<file path="config.mk">
export PLATFORM = sky130hd
export DESIGN_NAME = div_tick_sync
export DESIGN_NICKNAME = d
export VERILOG_FILES = /design/src/rtl/div_tick_sync.sv
export SDC_FILE = /design/constraint.sdc
export NUM_CORES = 1
export LEC_CHECK = 0
export BUFFER_PORTS_ARGS = -buffer_cell sky130_fd_sc_hd__buf_4
export CAP_MARGIN = 10
export CORE_MARGIN = 2
export CORE_UTILIZATION = 47
export DETAILED_ROUTE_END_ITERATION = 7
export MAX_ROUTING_LAYER = met4
export PLACE_DENSITY = 0.77
export SLEW_MARGIN = 20
export SYNTH_ARGS = -nofsm -noshare
export SYNTH_HDL_FRONTEND = slang
export SYNTH_SLANG_ARGS = --single-unit
</file>
<file path="constraint.sdc">
create_clock -name clk -period 1.7 [get_ports clk]
set_clock_uncertainty 0.2 [all_clocks]
set_input_delay 0.17 -clock clk [delete_from_list [all_inputs] [get_ports clk]]
set_output_delay 0.17 -clock clk [all_outputs]
set_load 0.005 [all_outputs]
</file>
<file path="src/rtl/div_tick_sync.sv">
// Synchronises the four ripple-divider taps into clk, selects one tap by request/ack,
// and emits a counted single-cycle tick on each rising edge of the selected tap.
module div_tick_sync #(
    parameter int SYNC_STAGES = 2,
    parameter int CNT_W       = 8
) (
    input  logic             clk,
    input  logic             reset,
    input  logic [3:0]       taps,
    input  logic [1:0]       sel,
    input  logic             sel_req,
    output logic             sel_ack,
    output logic             tick,
    output logic [CNT_W-1:0] tick_cnt,
    output logic             cnt_wrap,
    output logic             active
);

    localparam logic [1:0] ST_IDLE   = 2'd0;
    localparam logic [1:0] ST_SWITCH = 2'd1;
    localparam logic [1:0] ST_RUN    = 2'd2;

    logic [SYNC_STAGES-1:0][3:0] sync_q, sync_d;
    logic [1:0]       state_q, state_d;
    logic [1:0]       cur_sel_q, cur_sel_d;
    logic             prev_q, prev_d;
    logic             sel_ack_q, sel_ack_d;
    logic             tick_q, tick_d;
    logic [CNT_W-1:0] tick_cnt_q, tick_cnt_d;
    logic             cnt_wrap_q, cnt_wrap_d;
    logic             active_q, active_d;

    logic sync_t;
    logic rise;

    assign sync_t = sync_q[SYNC_STAGES-1][cur_sel_q];
    assign rise   = sync_t & ~prev_q;

    // Every tap is synchronised all the time so a newly selected tap is already settled.
    always_comb begin
        sync_d[0] = taps;
        for (int unsigned i = 1; i < SYNC_STAGES; i++) begin
            sync_d[i] = sync_q[i-1];
        end
    end

    always_comb begin
        state_d    = state_q;
        cur_sel_d  = cur_sel_q;
        prev_d     = sync_t;
        sel_ack_d  = 1'b0;
        tick_d     = 1'b0;
        tick_cnt_d = tick_cnt_q;
        cnt_wrap_d = 1'b0;

        case (state_q)
            ST_IDLE: begin
                tick_cnt_d = '0;
                if (sel_req) begin
                    cur_sel_d = sel;
                    state_d   = ST_SWITCH;
                end
            end
            ST_SWITCH: begin
                tick_cnt_d = '0;
                // Enter RUN only from a low tap so the first tick is a genuine rising edge.
                if (!sync_t) begin
                    state_d   = ST_RUN;
                    sel_ack_d = 1'b1;
                    prev_d    = 1'b0;
                end
            end
            ST_RUN: begin
                if (rise) begin
                    tick_d     = 1'b1;
                    tick_cnt_d = tick_cnt_q + CNT_W'(1);
                    cnt_wrap_d = (tick_cnt_q == '1);
                end
                if (sel_req) begin
                    cur_sel_d = sel;
                    state_d   = ST_SWITCH;
                end
            end
            default: begin
                state_d    = ST_IDLE;
                tick_cnt_d = '0;
            end
        endcase

        active_d = (state_d == ST_RUN);
    end

    always_ff @(posedge clk or negedge reset) begin
        if (!reset) begin
            sync_q     <= '0;
            state_q    <= ST_IDLE;
            cur_sel_q  <= '0;
            prev_q     <= 1'b0;
            sel_ack_q  <= 1'b0;
            tick_q     <= 1'b0;
            tick_cnt_q <= '0;
            cnt_wrap_q <= 1'b0;
            active_q   <= 1'b0;
        end else begin
            sync_q     <= sync_d;
            state_q    <= state_d;
            cur_sel_q  <= cur_sel_d;
            prev_q     <= prev_d;
            sel_ack_q  <= sel_ack_d;
            tick_q     <= tick_d;
            tick_cnt_q <= tick_cnt_d;
            cnt_wrap_q <= cnt_wrap_d;
            active_q   <= active_d;
        end
    end

    assign sel_ack  = sel_ack_q;
    assign tick     = tick_q;
    assign tick_cnt = tick_cnt_q;
    assign cnt_wrap = cnt_wrap_q;
    assign active   = active_q;

endmodule

</file>
; ---- After elaboration in Yosys (flattened, before gate mapping)
; Cells that the tools add are included.
; Widths: inputs -> output; s select.
[word_totals]
reg_bits = 25
latch_bits = 0
mem_bits_rw = 0
mem_bits_ro = 0
in_bits = 9
output_inout_bits = 12
memories = 0
[op_classes]
add_sub_neg = 1
n_mul = 0
div = 0
n_lt_le_gt_ge = 1
eq_ne = 5
shifts = 0
n_mux = 15
n_bitwise = 2
reduce_logical = 3
[op_table]
columns = cell, count
row1 = $mux 8, 2
row2 = $mux 1, 9
row3 = $add 8x1->8 const B, 1
row4 = $eq 8x8->1 const B, 1
row5 = $eq 2x2->1 const B, 2
row6 = $mux 2, 2
row7 = $pmux 2 s2, 1
row8 = $lt 2x3->1 const B, 1
row9 = $bmux 1 s2, 1
row10 = $eq 2x1->1 const B, 1
row11 = $logic_not 2->1, 1
row12 = $ne 2x2->1 const B, 1
row13 = $reduce_and 2->1, 1
row14 = $reduce_or 2->1, 1
row15 = $and 1x1->1, 1
row16 = $not 1->1, 1

; ---- Depth between registers and ports, before layout
[logic_depth]
word_depth = 5
ltp_mapped = 4
ltp_nobuf = 4

; ---- Worst setup path after synthesis
; OpenSTA, ideal clock, no wires.
[synth_path]
kind = flip-flop to flip-flop
from = register cur_sel_q[0]
to = register tick_cnt_q[1], in the netlist tick_cnt[1]
t_arrival_ns = 1.310
required_ns = 1.381
setup_slack_ns = 0.071
stages_incl_launch_ff = 4
path_buffers = 0
path_cell_list = dfrtp_1 > mux4_2 > and3_2 > o21a_1
[synth_between]
elab_chain_cells = 4
[synth_rtl]
columns = item, line
row1 = "start, declared", 25  ; logic [1:0] cur_sel_q, cur_sel_d;
row2 = "start signal, assigned", 107  ; cur_sel_q <= cur_sel_d;
row3 = $bmux 1 s2, 36  ; assign sync_t = sync_q[SYNC_STAGES-1][cur_sel_q];
row4 = $mux 1 (implied by the code), 36
row5 = $and 1x1->1, 37  ; assign rise = sync_t & ~prev_q;
row6 = $ne 2x2->1 (no source line), n/a
row7 = "end signal, assigned", 111  ; tick_cnt_q <= tick_cnt_d;
row8 = "end, declared", 29  ; logic [CNT_W-1:0] tick_cnt_q, tick_cnt_d;
; No other way between the ends. The select of a mux whose other input is x is not followed.
; A chain may end at the register's enable or synchronous reset.

; ---- Worst setup path after layout
; Ends and elaborated chain as after synthesis.

==> metrics.txt <==
Hold Fails Final Rpt=0; Worst setup startpoint=cur_sel_q[0]; Net Count, Synth=91; placed cells=128; DR pass1 iterations=4; DP HPWL=1230 microns; Die H=a little over 50 microns; FF-to-FF path depth=3; Worst-Skew Late Latency=310 ps; IO Pins=21; Die X=slightly above 50 microns; Layout area overhead=38.1%; CTS Buf Count=3; register area share after synthesis=between 60% and 70%; CTS sink cnt=25; top cell type's share of synthesized area=61.9%; final wirelength=roughly 2100 microns; WP data arrival=1720 ps; share of layout cells above drive strength 1=37.9%; Yosys warnings=0; worst vdd ir=around 1 mV; Synth area leader=dfrtp_1; Clock Pin Slew Worst Setup and Hold Paths=130 ps; number of max-cap violations=0; endpoints failing setup=2; Routed Antenna Nets=0; Slew headroom=73.3%; cell count after synthesis=81; mean post-synth cell area=12.5 sq um; setup TNS=-2.40 ps; Synth Cell Area=1010 sq um; CP Data Required Time=about 1700 ps; Vias=769; CP Max Fanout=7; outcome=complete, but fails checks; TritonCTS clock tree=done; die area=approximately 2500 sq um; vias in the first global route=roughly 740; Cell variety after synth=25; most common cell after layout, fill and taps aside=dfrtp_1; most frequent cells in the layout=dfrtp_1 (25), buf_4 (24), dlygate4sd3_1 (8); setup ws final=-1.61 ps; FF+latch count, synth=25; first-pass GRT wire length=roughly 3500 microns; H-Tree Depth=1; Slew Viols, Final=0; initial core utilization=between 50% and 60%; Tightest Pin Transition=between 400 and 500 ps; num rows=16; DR DRC count=0; Critical Path End=tick_cnt[1]; ANT cells=0; core area=approximately 2000 sq um; largest net degree at the start of global routing=26; CP Capture Type=flip-flop; R2R Path End=tick_cnt[1]; total gr overflow=0; R2R setup slack=-2 ps; Root Driver=clkbuf_4; worst min-delay path class=primary input to asynchronous set/reset pin; gpl congestion=0.826; final net count=~130; max frequency=588 MHz; Critical R2R Launch=cur_sel_q[0]; P per Cell Area=about 1100 nW/um^2; violated checks=negative setup slack; RSZ-0062 raised after global routing=yes; buffer depth of the longest clock path=2; post-layout minimum cycle time=~1700 ps; WL per Instance=about 15 microns; total track usage=roughly a fifth; Pleak=0.640 nW; Worst setup SP type=flip-flop; Iter 0 DRT Violations=18; post-route cell area=1400 sq um; initial antenna violation count=0; Crit Path Class=flip-flop to flip-flop; Final Instance Count excl. Fillers=143; Port-buffer cells=20; Final Power=around 1.6 mW; Post-DP Area=around 1200 sq um; ranking of synthesized cells by area=dfrtp_1 (62%), mux2i_1 (4.0%), nand2_1 (2.6%), a31o_2 (2.6%), nand2b_1 (2.5%); pre-CTS worst setup slack=-80.3 ps; period utilization=100%; DR vias/cell=~5.4
==> power by group <==
group / internal, mW / switching (mW)
sequential: 0.686 / 0.0811
combinational: 0.296 / 0.264
clock: 0.0916 / 0.170
==> metal layers <==
layer / vias up / wire [microns] / track usage (%)
li1: 356 / - / -
met1: 392 / 830 / 23.8
met2: 19 / 1150 / 32.0
met3: 2 / 89 / 3.57
met4: 0 / 13 / 6.76
met5: - / 0 / -
==> layout make-up <==
class | count | area, sq um
well taps | 27 | 33.8
multi-input cells | 48 | 417
flip-flops and latches | 25 | 626
fillers | 150 | 606
inverters | 6 | 22.5
clock buffers | 4 | 26.3
repair buffers | 33 | 272
==> registers in the layout, indices dropped and copies added, names as in the netlist <==
register	cells
sel_ack	1
tick	1
sync_d	4
cnt_wrap	1
cur_sel_q	2
tick_cnt	8
state_q	2
prev_q	1
sync_q	4
active	1
==> cells in the mapped netlist <==
cell type,instances
dfrtp_1,25
nand2_1,7
inv_1,6
mux2i_1,4
nand2b_1,4
a31o_2,3
and3_2,3
nand4_1,3
a21oi_1,2
and3_1,2
clkbuf_1,2
mux2_2,2
nand3_1,2
nor2b_1,2
nor4b_1,2
o21a_1,2
o22ai_1,2
a21boi_2,1
a21oi_2,1
buf_6,1
ha_1,1
mux4_2,1
nand4b_1,1
nor2_1,1
nor3_1,1
==> what timing repair did <==
| item | 4_1_cts | 5_1_grt |
|---|---|---|
| hold buffers | 8 | 0 |
| hold endpoints to repair | 33 | 0 |
| setup endpoints to repair | 8 | 10 |
| pin swaps | 2 | 1 |
| buffers inserted | 1 | 1 |
| resized for setup | 6 | 5 |
| cloned | 1 | 0 |
==> stage by stage <==
stage                     hold WS (ps)  utilization (%)
after global placement            -118             59.9
after CTS                         81.0             67.9
after floorplan                   -326                -
final                             71.7             69.8
after detailed placement          -115             59.9
after global routing              83.2             69.8
==> how the worst min path moves through the flow <==
stage | slack, ps | startpoint | endpoint | cells past startpoint
final | 70 | reset | tick_cnt[4] | 2
after global routing | 80 | reset | cnt_wrap | 2
after CTS | 80 | reset | cnt_wrap | 2
after detailed placement | -110 | reset | cnt_wrap | 1
after global placement | -120 | reset | tick_cnt[6] | 1
after floorplan | -330 | reset | active | 0
==> cells by family after synthesis <==
kind of cell | Yosys count | share of synthesized area (%)
and+or+nand+nor | 28 | 16.1
DFF | 25 | 61.9
AOI/OAI and AO/OA | 11 | 8.29
buffers and inverters | 9 | 4.08
muxes | 7 | 8.42
adders and majority gates | 1 | 1.24
==> worst max-delay path: stages (launching register included) <==
cell and delay [ps]:
dfrtp_1 430, mux4_2 620, and3_4 190, o21a_1 180
No activity file was read; power rests on OpenSTA's default activity.
